### config.mk
export PLATFORM = sky130hd
export DESIGN_NAME = hex_word_tx_flat
export DESIGN_NICKNAME = d
export VERILOG_FILES = /design/src/rtl/hex_word_tx_pkg.sv /design/src/rtl/hex_word_tx_if.sv /design/src/rtl/hex_nibble_ascii.sv /design/src/rtl/hex_word_tx.sv /design/src/flat_wrapper.sv
export SDC_FILE = /design/constraint.sdc
export NUM_CORES = 1
export LEC_CHECK = 0
export CAP_MARGIN = 30
export CORE_ASPECT_RATIO = 1.5
export CORE_UTILIZATION = 40
export CTS_CLUSTER_DIAMETER = 80
export CTS_CLUSTER_SIZE = 16
export DETAILED_ROUTE_END_ITERATION = 8
export PLACE_DENSITY = 0.67
export SLEW_MARGIN = 15
export SYNTH_ARGS = -nofsm -noshare
export SYNTH_HDL_FRONTEND = slang
export SYNTH_SLANG_ARGS = --single-unit
### constraint.sdc
create_clock -name i_clk -period 4.8 [get_ports i_clk]
set_clock_uncertainty 0.2 [all_clocks]
set_input_delay 0.96 -clock i_clk [delete_from_list [all_inputs] [get_ports i_clk]]
set_output_delay 0.96 -clock i_clk [all_outputs]
set_load 0.02 [all_outputs]
### src/rtl/hex_word_tx_pkg.sv
// Shared types and constants for the hex word transmitter: frame states,
// ASCII byte values and line-ending encodings.
package hex_word_tx_pkg;

  typedef enum logic [2:0] {
    IDLE   = 3'd0,
    PFX0   = 3'd1,
    PFX1   = 3'd2,
    DIGIT  = 3'd3,
    EOL_CR = 3'd4,
    EOL_LF = 3'd5
  } state_e;

  localparam logic [7:0] ASC_ZERO    = 8'h30;
  localparam logic [7:0] ASC_X       = 8'h78;
  localparam logic [7:0] ASC_CR      = 8'h0D;
  localparam logic [7:0] ASC_LF      = 8'h0A;
  localparam logic [7:0] ASC_UPPER_A = 8'h41;
  localparam logic [7:0] ASC_LOWER_A = 8'h61;

  localparam logic [1:0] EOL_ENC_NONE = 2'd0;
  localparam logic [1:0] EOL_ENC_LF   = 2'd1;
  localparam logic [1:0] EOL_ENC_CRLF = 2'd2;

endpackage

### src/rtl/hex_word_tx_if.sv
// Request and UART byte-port bundle for hex_word_tx.
// HEX_WORD_TX_ZSUPPRESS_EN adds the i_zsup request qualifier.
interface hex_word_tx_if #(
  parameter int DW = 32
);

  logic          i_stb;
  logic [DW-1:0] i_data;
  logic          i_lower;
`ifdef HEX_WORD_TX_ZSUPPRESS_EN
  logic          i_zsup;
`endif
  logic          o_busy;
  logic          o_tx_stb;
  logic [7:0]    o_tx_data;
  logic          i_tx_busy;

`ifdef HEX_WORD_TX_ZSUPPRESS_EN
  modport master (
    output i_stb, i_data, i_lower, i_zsup, i_tx_busy,
    input  o_busy, o_tx_stb, o_tx_data
  );
  modport slave (
    input  i_stb, i_data, i_lower, i_zsup, i_tx_busy,
    output o_busy, o_tx_stb, o_tx_data
  );
`else
  modport master (
    output i_stb, i_data, i_lower, i_tx_busy,
    input  o_busy, o_tx_stb, o_tx_data
  );
  modport slave (
    input  i_stb, i_data, i_lower, i_tx_busy,
    output o_busy, o_tx_stb, o_tx_data
  );
`endif

endinterface

### src/rtl/hex_nibble_ascii.sv
// Combinational 4-bit nibble to ASCII hex digit, with selectable letter case.
module hex_nibble_ascii
  import hex_word_tx_pkg::*;
(
  input  logic [3:0] i_nib,
  input  logic       i_lower,
  output logic [7:0] o_ascii
);

  // Digits map from '0', letters from 'A' or 'a' offset by ten
  always_comb begin
    o_ascii = ASC_ZERO;
    if (i_nib < 4'd10) begin
      o_ascii = ASC_ZERO + {4'h0, i_nib};
    end else if (i_lower) begin
      o_ascii = ASC_LOWER_A + {4'h0, i_nib} - 8'd10;
    end else begin
      o_ascii = ASC_UPPER_A + {4'h0, i_nib} - 8'd10;
    end
  end

endmodule

### src/rtl/hex_word_tx.sv
// Prints one DW-bit word per request as ASCII hex onto a strobe/busy byte port.
// Optional HEX_WORD_TX_ZSUPPRESS_EN: leading-zero suppression via i_zsup.
module hex_word_tx
  import hex_word_tx_pkg::*;
#(
  parameter int         DW         = 32,
  parameter bit         ADD_PREFIX = 1'b1,
  parameter logic [1:0] EOL        = EOL_ENC_CRLF
) (
  input logic         i_clk,
  input logic         i_reset,
  hex_word_tx_if.slave io_bus
);

  localparam int NIB = DW / 32'sd4;
  localparam int CW  = (NIB > 32'sd1) ? $clog2(NIB) : 32'sd1;
  localparam logic [CW-1:0] CNT_TOP = CW'(NIB - 32'sd1);

  localparam state_e FIRST_ST = ADD_PREFIX ? PFX0 : DIGIT;
  localparam state_e TAIL_ST  = (EOL == EOL_ENC_CRLF) ? EOL_CR :
                                (EOL == EOL_ENC_LF)   ? EOL_LF : IDLE;

  if ((DW % 32'sd4 != 32'sd0) || (DW < 32'sd4) || (DW > 32'sd64)) begin : g_dw_check
    $error("hex_word_tx: DW must be a multiple of 4 in the range 4..64");
  end

  state_e        r_state;
  logic [DW-1:0] r_shift;
  logic [CW-1:0] r_cnt;
  logic          r_lower;
  logic          r_tx_stb;
  logic [7:0]    r_tx_data;

  state_e        w_state_nx;
  logic [DW-1:0] w_shift_nx;
  logic [CW-1:0] w_cnt_nx;
  logic          w_lower_nx;
  logic [DW-1:0] w_load;
  logic [CW-1:0] w_cnt_load;
  logic [7:0]    w_digit_nx;
  logic [7:0]    w_byte_nx;
  logic          w_busy;
  logic          w_accept;
  logic          w_xfer;

  assign w_busy   = (r_state != IDLE) | io_bus.i_tx_busy;
  assign w_accept = io_bus.i_stb & ~w_busy;
  assign w_xfer   = r_tx_stb & ~io_bus.i_tx_busy;

  assign io_bus.o_busy    = w_busy;
  assign io_bus.o_tx_stb  = r_tx_stb;
  assign io_bus.o_tx_data = r_tx_data;

`ifdef HEX_WORD_TX_ZSUPPRESS_EN
  logic [CW-1:0] w_lz;
  logic          w_nz_seen;

  // Pre-align the word past its leading zeros so DIGIT starts on the first
  // significant nibble; the lowest nibble is never skipped.
  always_comb begin
    w_lz      = {CW{1'b0}};
    w_nz_seen = 1'b0;
    for (int k = NIB - 1; k >= 1; k--) begin
      if (!w_nz_seen && (io_bus.i_data[4*k +: 4] == 4'h0)) begin
        w_lz = w_lz + CW'(1'b1);
      end else begin
        w_nz_seen = 1'b1;
      end
    end
    if (io_bus.i_zsup) begin
      w_load     = io_bus.i_data << {w_lz, 2'b00};
      w_cnt_load = CNT_TOP - w_lz;
    end else begin
      w_load     = io_bus.i_data;
      w_cnt_load = CNT_TOP;
    end
  end
`else
  assign w_load     = io_bus.i_data;
  assign w_cnt_load = CNT_TOP;
`endif

  // Next frame state; everything except acceptance moves only on a transfer
  always_comb begin
    w_state_nx = r_state;
    w_shift_nx = r_shift;
    w_cnt_nx   = r_cnt;
    w_lower_nx = r_lower;
    case (r_state)
      IDLE: begin
        if (w_accept) begin
          w_state_nx = FIRST_ST;
          w_shift_nx = w_load;
          w_cnt_nx   = w_cnt_load;
          w_lower_nx = io_bus.i_lower;
        end else begin
          w_state_nx = IDLE;
        end
      end
      PFX0: begin
        if (w_xfer) begin
          w_state_nx = PFX1;
        end else begin
          w_state_nx = PFX0;
        end
      end
      PFX1: begin
        if (w_xfer) begin
          w_state_nx = DIGIT;
        end else begin
          w_state_nx = PFX1;
        end
      end
      DIGIT: begin
        if (w_xfer) begin
          w_shift_nx = r_shift << 3'd4;
          if (r_cnt == {CW{1'b0}}) begin
            w_state_nx = TAIL_ST;
          end else begin
            w_cnt_nx = r_cnt - CW'(1'b1);
          end
        end else begin
          w_state_nx = DIGIT;
        end
      end
      EOL_CR: begin
        if (w_xfer) begin
          w_state_nx = EOL_LF;
        end else begin
          w_state_nx = EOL_CR;
        end
      end
      EOL_LF: begin
        if (w_xfer) begin
          w_state_nx = IDLE;
        end else begin
          w_state_nx = EOL_LF;
        end
      end
      default: begin
        w_state_nx = IDLE;
      end
    endcase
  end

  hex_nibble_ascii u_nibble (
    .i_nib   (w_shift_nx[DW-1 -: 4]),
    .i_lower (w_lower_nx),
    .o_ascii (w_digit_nx)
  );

  // Byte to present in the coming state; IDLE keeps the last byte on the bus
  always_comb begin
    w_byte_nx = r_tx_data;
    case (w_state_nx)
      PFX0:    w_byte_nx = ASC_ZERO;
      PFX1:    w_byte_nx = ASC_X;
      DIGIT:   w_byte_nx = w_digit_nx;
      EOL_CR:  w_byte_nx = ASC_CR;
      EOL_LF:  w_byte_nx = ASC_LF;
      default: w_byte_nx = r_tx_data;
    endcase
  end

  // Frame registers; reset wins over a same-cycle request
  always_ff @(posedge i_clk) begin
    if (i_reset) begin
      r_state   <= IDLE;
      r_shift   <= {DW{1'b0}};
      r_cnt     <= {CW{1'b0}};
      r_lower   <= 1'b0;
      r_tx_stb  <= 1'b0;
      r_tx_data <= ASC_ZERO;
    end else begin
      r_state   <= w_state_nx;
      r_shift   <= w_shift_nx;
      r_cnt     <= w_cnt_nx;
      r_lower   <= w_lower_nx;
      r_tx_stb  <= (w_state_nx != IDLE);
      r_tx_data <= w_byte_nx;
    end
  end

endmodule
### src/flat_wrapper.sv
// flat-port wrapper written by rule: the top's interface ports become plain ports
module hex_word_tx_flat import hex_word_tx_pkg::*;
#(
  parameter int         DW         = 32,
  parameter bit         ADD_PREFIX = 1'b1,
  parameter logic [1:0] EOL        = EOL_ENC_CRLF
)
  (i_clk, i_reset, io_bus_i_stb, io_bus_i_data, io_bus_i_lower, io_bus_i_tx_busy, io_bus_o_busy, io_bus_o_tx_stb, io_bus_o_tx_data);
  hex_word_tx_if #(.DW(DW)) io_bus_i ();
  input logic i_clk;
  input logic i_reset;
  input wire logic [$bits(io_bus_i.i_stb)-1:0] io_bus_i_stb;
  input wire logic [$bits(io_bus_i.i_data)-1:0] io_bus_i_data;
  input wire logic [$bits(io_bus_i.i_lower)-1:0] io_bus_i_lower;
  input wire logic [$bits(io_bus_i.i_tx_busy)-1:0] io_bus_i_tx_busy;
  output wire logic [$bits(io_bus_i.o_busy)-1:0] io_bus_o_busy;
  output wire logic [$bits(io_bus_i.o_tx_stb)-1:0] io_bus_o_tx_stb;
  output wire logic [$bits(io_bus_i.o_tx_data)-1:0] io_bus_o_tx_data;
  assign io_bus_i.i_stb = io_bus_i_stb;
  assign io_bus_i.i_data = io_bus_i_data;
  assign io_bus_i.i_lower = io_bus_i_lower;
  assign io_bus_i.i_tx_busy = io_bus_i_tx_busy;
  assign io_bus_o_busy = io_bus_i.o_busy;
  assign io_bus_o_tx_stb = io_bus_i.o_tx_stb;
  assign io_bus_o_tx_data = io_bus_i.o_tx_data;
  hex_word_tx #(.DW(DW), .ADD_PREFIX(ADD_PREFIX), .EOL(EOL)) u_core (.i_clk(i_clk), .i_reset(i_reset), .io_bus(io_bus_i));
endmodule
==> flow_summary.ini <==
[clock_tree]
clock_latency_ps = 300
hold_buffers = 0
cts_root_buf = clkbuf_8
clkTransAtPathRegs_ps = 80
cts_tree = yes
clock_sinks = 47
cts_buffers = 5
cts.repair.resized = 0
cts_setup_buffers = 0
cts_max_path_buffers = 2
cts-htree-levels = 2

[route]
num_vias = 1817
first_iter_violations = 242
detail_route.wl_per_cell_um = 15.2
viasPerCell = 5.70
totalWireLength_mm = 4.84
drtAntennaViolNets = 0
first_pass_iters = 7
drc = 0

[floorplanning]
pin_count = 47
rows = 30
start_util_pct = 42.6
die_h_um = 87.9
die_w_um = 59.3
core-area_um2 = 4620
die_area_um2 = 5210

[power]
power.switching_w = 0.000206
peakVddDrop_mv = 0.169
pwr-share-clk_pct = 34.8
p_int_w = 0.000647
seq_power_share_pct = 49.9
power.total_w = 0.000853
leakagePower_nw = 0.945
combPwrFrac_pct = 15.3
switching_share_pct = 24.2
power_density_nw_per_um2 = 333

[global_route]
track_usage_pct = 20.1
grt_pass1_wl_mm = 7.80
grt_max_degree = 35
overflow = 0
antenna_found_initial = 0
first_global_vias = 1651

[finish]
area_delta_synth_final_pct = 30.0
fin_nets = 293
antennaDiodeCount = 0
drive_gt1_share_pct = 6.27

[yosys]
synth_flop_cell = dfxtp_1
avgSynthCellArea_um2 = 8.99
synth_top_area_share_pct = 47.8
syn-instance-count = 219
ys_ff_latch = 47
synth_nets = 258
synth_edf_count = 0
yosys.area.top_type = dfxtp_1
synth.cell_area_um2 = 1970
yosysUniqueCellTypes = 38
yosysWarnings = 0
ys_top_cells_by_area = dfxtp_1 48%, a222oi_1 14%, nor2_1 8.2%, a21oi_1 3.3%, clkbuf_1 3.1%
ys_seq_area_share_pct = 47.8
synthArstFlopShare_pct = 0

[placed_design]
portBuffers = 45
hpwl_mm = 3.37
gp_congestion = 0.841

[setup_path]
crit_fanout = 3
worst-setup-path-type = input port to output port
required_ps = 3640
r2r_slack_ps = 1900
worstSetupEndpointType = output port
cp.arrival_ps = 2250
crit_path_start_kind = input port

[sta]
maxSlewHeadroom_pct = 47.4
hold_viol = 0
period_needed_ps = 3410
timing.fmax_ghz = 0.293
finalSetupViolCount = 0
final.period_utilization_pct = 71.1
tightestPinTransition_ps = 789
rsz0062_at_grt = false
slew_violations = 0
totalNegativeSetupSlack_ps = 0

[hold_path]
holdCritPathClass = flop to flop

[status]
run_status = complete, no violations

[flow_run]
cap_viol_max_count = 0
==> area by class of cell <==
type	instances	area (µm²)
Clock buffer	6	82.6
Clock inverter	2	35.0
Fill cell	437	2060
Inverter	5	18.8
Multi-Input combinational cell	146	921
Sequential cell	47	941
Tap cell	64	80.1
Timing Repair Buffer	49	480
==> worst paths after layout <==
kind,endpoint,cells after the start,from
hold reg to reg,u_core.io_bus.o_tx_data[4]$_SDFFE_PP1P_,1,u_core.io_bus.o_tx_data[4]$_SDFFE_PP1P_
setup reg to reg,u_core.io_bus.o_tx_data[5]$_SDFFE_PP1P_,6,u_core.r_state[1]$_SDFF_PP0_
setup / recovery,io_bus_o_busy,4,io_bus_i_tx_busy
hold / removal,u_core.io_bus.o_tx_data[4]$_SDFFE_PP1P_,1,u_core.io_bus.o_tx_data[4]$_SDFFE_PP1P_
==> cells in the mapped netlist, drive strengths merged (3+ instances only) <==
cell,n
buf,5
inv,5
a222oi,28
a211oi,3
a21o,3
dfxtp,47
clkbuf,16
nand2,7
o21ai,10
nor2,43
a22oi,5
a21oi,13
and3,3
and2,3
==> registers in the layout, summed over array words and instances (netlist names) <==
name and flops:
u_core.io_bus.o_tx_data 7, u_core.io_bus.o_tx_stb 1, u_core.r_cnt 3, u_core.r_lower 1, u_core.r_shift 32, u_core.r_state 3
==> critical path, cell delays in order <==
cell and delay [ps]:
clkdlybuf4s50_1 440, nor4_1 250, inv_1 70, clkdlybuf4s50_1 540
==> kinds of logic after synthesis <==
| kind of cell | share of synthesized area (%) |
|---|---|
| and+or+nand+nor | 16.0 |
| DFF | 47.8 |
| buffers and inverters | 5.59 |
| other | 0.191 |
| muxes | 0.572 |
| adders and majority gates | 1.27 |
| xor gates and xnor gates | 0.890 |
| AOI/OAI and AO/OA | 27.7 |
==> metrics by stage <==
stage	std cells	setup slack, ps	hold slack [ps]	utilization [%]	instance area (µm²)
floorplan	219	2030	237	-	1970
CTS	319	1370	275	55.4	2560
global placement	311	1120	253	52.9	2440
detailed placement	311	1090	254	52.9	2440
finish	319	1390	269	55.4	2560
global route	319	1240	304	55.4	2560
==> per-layer routing <==
metal	part of all wire, %	track usage [%]
met4	4.4	13.0
met1	40	23.2
met3	4.6	3.69
met2	51	33.5
met5	0	0
==> power by group through the flow <==
stage          Sequential, W  Combinational [W]  Clock, W
2_1_floorplan       0.000432          0.0000748         0
3_3_place_gp        0.000434           0.000129         0
3_5_place_dp        0.000434           0.000130         0
4_1_cts             0.000425           0.000131  0.000303
5_1_grt             0.000428           0.000144  0.000316
6_report            0.000426           0.000130  0.000297
==> layout by cell type, fill, tap and decap left out, types with 2 or more instances in the layout <==
| master | count |
|---|---|
| dfxtp_1 | 47 |
| clkdlybuf4s50_1 | 45 |
| nor2_1 | 43 |
| a222oi_1 | 28 |
| a21oi_1 | 13 |
| o21ai_0 | 9 |
| nand2_1 | 7 |
| clkbuf_8 | 6 |
| inv_1 | 5 |
| a22oi_1 | 5 |
| buf_4 | 4 |
| and3_1 | 3 |
| and2_1 | 3 |
| a21o_1 | 3 |
| a211oi_1 | 3 |
| nor3b_1 | 2 |
| nor2b_1 | 2 |
| or3_1 | 2 |
| a31oi_1 | 2 |
| a211o_1 | 2 |
| nand2b_1 | 2 |
| o22ai_1 | 2 |
| ha_1 | 2 |
(Power assumes the default switching activity.)
